[src/rtl/pipe_pkg.sv]
// Shared pipeline-register definitions: NOP encoding, fetch exception codes
// and the occupancy states used by the inter-stage registers.
package pipe_pkg;

  localparam logic [31:0] NOP_INSTR = 32'h0000_0000;

  // Fetch exception codes carried alongside each instruction
  localparam logic [4:0] EXC_NONE = 5'd0;
  localparam logic [4:0] EXC_ADEL = 5'd4;   // address error on instruction fetch
  localparam logic [4:0] EXC_IBE  = 5'd6;   // bus error on instruction fetch

  // Occupancy of a stage register: main slot empty, main full, main+skid full
  typedef enum logic [1:0] {
    EMPTY = 2'd0,
    ONE   = 2'd1,
    TWO   = 2'd2
  } slot_state_t;

endpackage

[src/rtl/if_id_stage_reg.sv]
// IF/ID stage register with valid/ready handshake, optional two-entry skid
// buffer, synchronous flush and per-entry fetch exception code.
module if_id_stage_reg
  import pipe_pkg::*;
#(
  parameter int unsigned          ADDR_W  = 32,
  parameter int unsigned          INSTR_W = 32,
  parameter int unsigned          EXC_W   = 5,
  parameter int unsigned          SKID    = 1,
  parameter logic [INSTR_W-1:0]   NOP     = INSTR_W'(NOP_INSTR)
) (
  input  logic               clk,
  input  logic               reset,
  input  logic               flush,
  input  logic               in_valid,
  output logic               in_ready,
  input  logic [INSTR_W-1:0] in_instr,
  input  logic [ADDR_W-1:0]  in_pc,
  input  logic [EXC_W-1:0]   in_exc,
  output logic               out_valid,
  input  logic               out_ready,
  output logic [INSTR_W-1:0] out_instr,
  output logic [ADDR_W-1:0]  out_pc,
  output logic [ADDR_W-1:0]  out_pc4,
  output logic [ADDR_W-1:0]  out_pc8,
  output logic [EXC_W-1:0]   out_exc,
  output logic [1:0]         count
);

  typedef struct packed {
    logic [INSTR_W-1:0] instr;
    logic [ADDR_W-1:0]  pc;
    logic [EXC_W-1:0]   exc;
  } entry_t;

  slot_state_t state_q;
  entry_t      main_q;
  entry_t      skid_q;
  entry_t      in_entry;
  logic        accept;
  logic        consume;

  // Handshake: with the skid buffer in_ready depends on registered state only
  always_comb begin
    out_valid = (state_q != EMPTY);
    if (SKID != 0) begin
      in_ready = (state_q != TWO) && !flush;
    end else begin
      in_ready = (!out_valid || out_ready) && !flush;
    end
    accept   = in_valid && in_ready;
    consume  = out_valid && out_ready;
    in_entry = '{instr: in_instr, pc: in_pc, exc: in_exc};
  end

  // Occupancy and slot contents; reset beats flush beats handshakes
  always_ff @(posedge clk) begin
    if (reset) begin
      state_q <= EMPTY;
      main_q  <= '0;
    end else if (flush) begin
      state_q <= EMPTY;
    end else begin
      case (state_q)
        EMPTY: begin
          if (accept) begin
            main_q  <= in_entry;
            state_q <= ONE;
          end
        end
        ONE: begin
          if (accept && consume) begin
            main_q  <= in_entry;
          end else if (accept && SKID != 0) begin
            skid_q  <= in_entry;
            state_q <= TWO;
          end else if (consume) begin
            state_q <= EMPTY;
          end
        end
        TWO: begin
          // in_ready is low here, so only the skid-to-main move can happen
          if (consume) begin
            main_q  <= skid_q;
            state_q <= ONE;
          end
        end
        default: state_q <= EMPTY;
      endcase
    end
  end

  // Output masking and PC increments derived from the main slot
  always_comb begin
    out_pc    = main_q.pc;
    out_pc4   = main_q.pc + ADDR_W'(4);
    out_pc8   = main_q.pc + ADDR_W'(8);
    out_instr = out_valid ? main_q.instr : NOP;
    out_exc   = out_valid ? main_q.exc : '0;
    case (state_q)
      EMPTY:   count = 2'd0;
      ONE:     count = 2'd1;
      default: count = 2'd2;
    endcase
  end

endmodule

[config.mk]
export PLATFORM = sky130hd
export DESIGN_NAME = if_id_stage_reg
export DESIGN_NICKNAME = d
export VERILOG_FILES = /design/src/rtl/pipe_pkg.sv /design/src/rtl/if_id_stage_reg.sv
export SDC_FILE = /design/constraint.sdc
export NUM_CORES = 1
export LEC_CHECK = 0
export CAP_MARGIN = 20
export CORE_ASPECT_RATIO = 1.75
export CORE_MARGIN = 5
export CORE_UTILIZATION = 52
export CTS_CLUSTER_DIAMETER = 100
export DETAILED_ROUTE_END_ITERATION = 8
export GPL_TIMING_DRIVEN = 0
export PLACE_DENSITY = 0.87
export SYNTH_ARGS = -nofsm -noshare
export SYNTH_HDL_FRONTEND = slang
export SYNTH_SLANG_ARGS = --single-unit
[constraint.sdc]
create_clock -name clk -period 25.5 [get_ports clk]
set_input_delay 5.1 -clock clk [delete_from_list [all_inputs] [get_ports clk]]
set_output_delay 5.1 -clock clk [all_outputs]
set_load 0.03 [all_outputs]
**Word-level counts from Yosys, hierarchy flattened**

Index checks and enable logic that the tools add are counted.

- Register bits after elaboration: 140
- Latch bits: 0
- RAM bits: 0
- ROM bits: 0
- Input bits: 74
- Output and inout port bits: 137
- Logic and storage cells: 45
- Memories: 0

- Add/subtract/negate cells: 2
- Multiply operators: 0
- Div/mod/pow operators: 0
- $lt $le $gt $ge: 0
- Equal/unequal tests: 8
- Shift operators: 0
- Mux-type cells: 13
- Bitwise gates (word level): 3
- Reductions and logical operators: 12

Operators by type and width:

| cell | count |
|---|---|
| $mux 69 | 3 |
| $pmux 69 s3 | 1 |
| $add 32x3->32 const B | 1 |
| $add 32x4->32 const B | 1 |
| $mux 32 | 1 |
| $mux 2 | 5 |
| $ne 2x2->1 const B | 5 |
| $reduce_and 5->1 | 2 |
| $pmux 2 s3 | 1 |
| $mux 5 | 1 |
| $logic_and 1x1->1 | 4 |
| $pmux 2 s2 | 1 |
| $reduce_and 4->1 | 1 |
| $ne 3x3->1 const B | 1 |
| $not 1->1 | 3 |
| $reduce_bool 3->1 | 1 |
| $eq 2x1->1 const B | 1 |
| $eq 2x2->1 const B | 1 |
| $logic_not 2->1 | 1 |
| $reduce_bool 2->1 | 1 |
| $reduce_or 2->1 | 1 |
| $logic_not 1->1 | 1 |

**Longest topological paths before layout**

- Word-level depth: 6
- Mapped depth: 7
- Mapped depth without buffers: 5

**Worst setup path after synthesis**

No wires, ideal clock.

- Path type: in2reg
- From: input port out_ready
- To: register skid_q[0] in the netlist's numbering, enable pin
- Setup time: 674 ps
- Data arrival time: 11858 ps
- Required time: 24826 ps
- Slack: 12968 ps
- Stages on the path: 1
- Buffers on the path: 0
- Path through: nor4_1

- Cells in the longest elaborated chain, start to end: 4

RTL lines:

| item | RTL line | source |
|---|---|---|
| from (decl) | if_id_stage_reg.sv:21 | `input logic out_ready,` |
| $logic_and 1x1->1 | if_id_stage_reg.sv:52 | `consume = out_valid && out_ready;` |
| $logic_and 1x1->1 | if_id_stage_reg.sv:72 | `if (accept && consume) begin` |
| $not 1->1 (no source line) | n/a |  |
| $reduce_and 5->1 (no source line) | n/a |  |
| to (signal assigned) | if_id_stage_reg.sv:75 | `skid_q <= in_entry;` |
| to (decl) | if_id_stage_reg.sv:38 | `entry_t skid_q;` |

Every way passes these cells.
A chain may end at the register's enable or synchronous reset.

**Worst setup path after layout**

- From: input port flush
- To: output port in_ready

- Cells in the longest elaborated chain, start to end: 2

RTL lines:

| item | RTL line | source |
|---|---|---|
| from (decl) | if_id_stage_reg.sv:14 | `input logic flush,` |
| $logic_not 1->1 | n/a |  |
| $logic_and 1x1->1 | if_id_stage_reg.sv:47 | `in_ready = (state_q != TWO) && !flush;` |
| to (decl) | if_id_stage_reg.sv:16 | `output logic in_ready,` |

Every way passes these cells.

==> results.sh <==
export IMPL_start_kind="input port"
export IMPL_gp_congestion=0.896
export IMPL_outcome="completed"
export IMPL_placed_area_um2=9510
export IMPL_clock_sinks=140
export IMPL_pwr_share_comb=0.180
export IMPL_switching_share=0.260
export IMPL_end_kind="primary output"
export IMPL_grt_max_degree=17
export IMPL_wl_per_cell_um=18.9
export IMPL_path_common_cell="clkdlybuf4s50_1"
export IMPL_fin_util=0.752
export IMPL_overflow=0
export IMPL_met2_length_um=10900
export IMPL_cp_num_buf_inv=2
export IMPL_fin_crit_sh=0.454
export IMPL_ir_worst_vdd_mv=0.0537
export IMPL_critPathKind="input port to primary output"
export IMPL_wl_met1_um=6960
export IMPL_crit_chain="clkdlybuf4s50_1 > nor2_1 > clkdlybuf4s50_1"
export IMPL_rsz0062_at_grt="false"
export IMPL_antenna_left=0
export IMPL_highest_layer="met4"
export IMPL_cts_hold_fix_buffers=0
export IMPL_dpl_hpwl_um=15500
export IMPL_synth_edf_count=69
export IMPL_setup_viol=0
export IMPL_synth_nets=733
export IMPL_ys_warn_count=0
export IMPL_cts_resized=0
export IMPL_clkPwrFrac=0.413
export IMPL_critPathArrivalTime_ns=6.46
export IMPL_synth_cells=657
export IMPL_fin_area_um2=10100
export IMPL_dr_wl_met3_um=1310
export IMPL_p_switching_uw=161
export IMPL_crit_path_max_incr_delay_ns=0.68
export IMPL_ys_seq_area_frac=0.490
export IMPL_ys_top_cells_by_count="dfxtp_1, a21oi_1, mux2i_1"
export IMPL_max_slew_margin=0.467
export IMPL_cts_root_buf="clkbuf_16"
export IMPL_grt_pass1_vias=6425
export IMPL_io_buffers=209
export IMPL_worst_pin_slew_ns=0.794
export IMPL_synth_most_common_cell="dfxtp_1"
export IMPL_htreeDepth=4
export IMPL_critPathRequiredTime_ns=20.40
export IMPL_maxSlewViolCount=0
export IMPL_ys_async_sr_fraction=0
export IMPL_vias_per_cell=5.70
export IMPL_vias=6165
export IMPL_core_region_area_um2=13500
export IMPL_dieArea_um2=16200
export IMPL_grt_use_total=0.245
export IMPL_numCtsBuffers=17
export IMPL_hp_class="flop to flop"
export IMPL_p_seq_frac=0.407
export IMPL_maxCapViolations=0
export IMPL_ys_ff_latch=140
export IMPL_fin_crit_ns=11.56
export IMPL_fin_nets=969
export IMPL_p_leak_nw=3.48
export IMPL_clockBufferDepth=2
export IMPL_fmax_mhz=86.5
export IMPL_die_h_um=165
export IMPL_cp_max_fo=5
export IMPL_syn_to_final_growth_pct=42.0
export IMPL_powerDensity_nw_per_um2=61.1
export IMPL_layout_drive_gt1_share=0.125
export IMPL_cp_top_family="buffers and inverters"
export IMPL_antenna_found_initial=2
export IMPL_finalHoldViolations=0
export IMPL_start_util=0.530
export IMPL_power_internal_uw=458
export IMPL_fin_setup_tns_ns=0
export IMPL_cts_tree="done"
export IMPL_syn_area_per_cell_um2=10.8
export IMPL_drtIter0Drc=253
export IMPL_grt_pass1_wl_um=31700
export IMPL_synthTopCellsByArea="edfxtp_1, dfxtp_1, mux2i_1"
export IMPL_synth_ff_type="dfxtp_1"
export IMPL_die_w_um=98.5
export IMPL_synth_area_um2=7130
export IMPL_postCtsSetupBuffers=0
export IMPL_skew_ns=0.00859
export IMPL_clk_pin_slew_worst_paths_ns=0.06
export IMPL_routed_wl_um=20400
export IMPL_worstSkewPairLatency_ns=0.41
export IMPL_crit_slowest_cell="clkdlybuf4s50_1"
export IMPL_synth_top_area_share=0.291
export IMPL_io_pins=211
export IMPL_ys_types=36
export IMPL_dr_pass1_iters=5
export IMPL_std_cell_rows=56
export IMPL_synth_top_cell_by_area="edfxtp_1"
export IMPL_drc=0
-- layout make-up --
| type | instances | area [um2] |
|---|---|---|
| tap | 174 | 218 |
| clock buffer | 20 | 437 |
| clock inverter | 12 | 171 |
| buffer | 105 | 583 |
| inverter | 5 | 18.8 |
| timing repair buffer | 217 | 2160 |
| multi-input combinational | 407 | 3040 |
| fill | 918 | 3330 |
| antenna | 2 | 5.00 |
| sequential | 140 | 3490 |
-- path summary, 6_finish.rpt --
kind                    from          to  slack, ns  depth (start not counted)
setup / recovery       flush    in_ready      13.94                          3
hold / removal    main_q[52]  main_q[52]       0.52                          2
setup reg to reg  state_q[0]  skid_q[37]      22.89                          7
hold reg to reg   main_q[52]  main_q[52]       0.52                          2
-- state kept, by name (all words and copies together), names as in the netlist --
| register | count |
|---|---|
| state_q | 2 |
| out_pc | 32 |
| main_q | 37 |
| skid_q | 69 |
-- through the flow --
stage / power, mW / hold slack [ns] / setup slack [ns] / instances
after floorplan: 0.319 / 0.489 / 12.97 / 657
after global placement: 0.364 / 0.502 / 10.27 / 1040
after detailed placement: 0.367 / 0.506 / 13.94 / 1048
after CTS: 0.622 / 0.521 / 13.94 / 1080
after global routing: 0.641 / 0.539 / 13.91 / 1082
final: 0.619 / 0.519 / 13.94 / 1082
-- placed cells by master (no fill, tap or decap), drive strengths merged, types with 2 or more instances in the layout --
master / n
clkdlybuf4s50: 209
buf: 75
dfxtp: 71
mux2i: 70
a21oi: 70
a311oi: 69
edfxtp: 69
clkbuf: 58
nor2b: 40
xor2: 35
xnor2: 20
nand3: 18
nand2: 17
nor2: 15
nor4: 14
nor3: 12
nand4: 9
inv: 6
and4: 4
bufinv: 4
clkinv: 4
and2: 3
and3: 3
clkinvlp: 3
diode: 2
ha: 2
-- cell families (layout without fill, tap and decap cells) --
group	Yosys count	after routing	synth area share
AO/OA/AOI/OAI	142	142	0.137
XOR/XNOR	55	55	0.0676
adder cells (fa/ha/maj)	2	2	0.00351
buffers and inverters	110	359	0.0844
flip-flops	140	140	0.490
multiplexers	70	70	0.0983
other	0	2	0
AND/OR/NAND/NOR	138	138	0.119
-- worst reg2reg max path, delay by kind of cell, from the launching register on --
family	cells	cell delay, ns
and+or+nand+nor	3	0.97
buffers and inverters	4	0.93
DFF	1	0.42
-- power by group through the flow --
stage               logic, mW  clock network [mW]  registers [mW]
CTS                     0.112               0.259           0.252
global route            0.118               0.270           0.253
detailed placement      0.111                   0           0.256
floorplan              0.0649                   0           0.254
global placement        0.108                   0           0.256
finish                  0.112               0.255           0.252
-- per-layer routing --
metal  track usage  up-vias
li1              -     2898
met1         0.236     2924
met2         0.453      263
met3        0.0634       80
met4         0.162        0
met5             0        -
No activity file was read; power rests on OpenSTA's default activity.
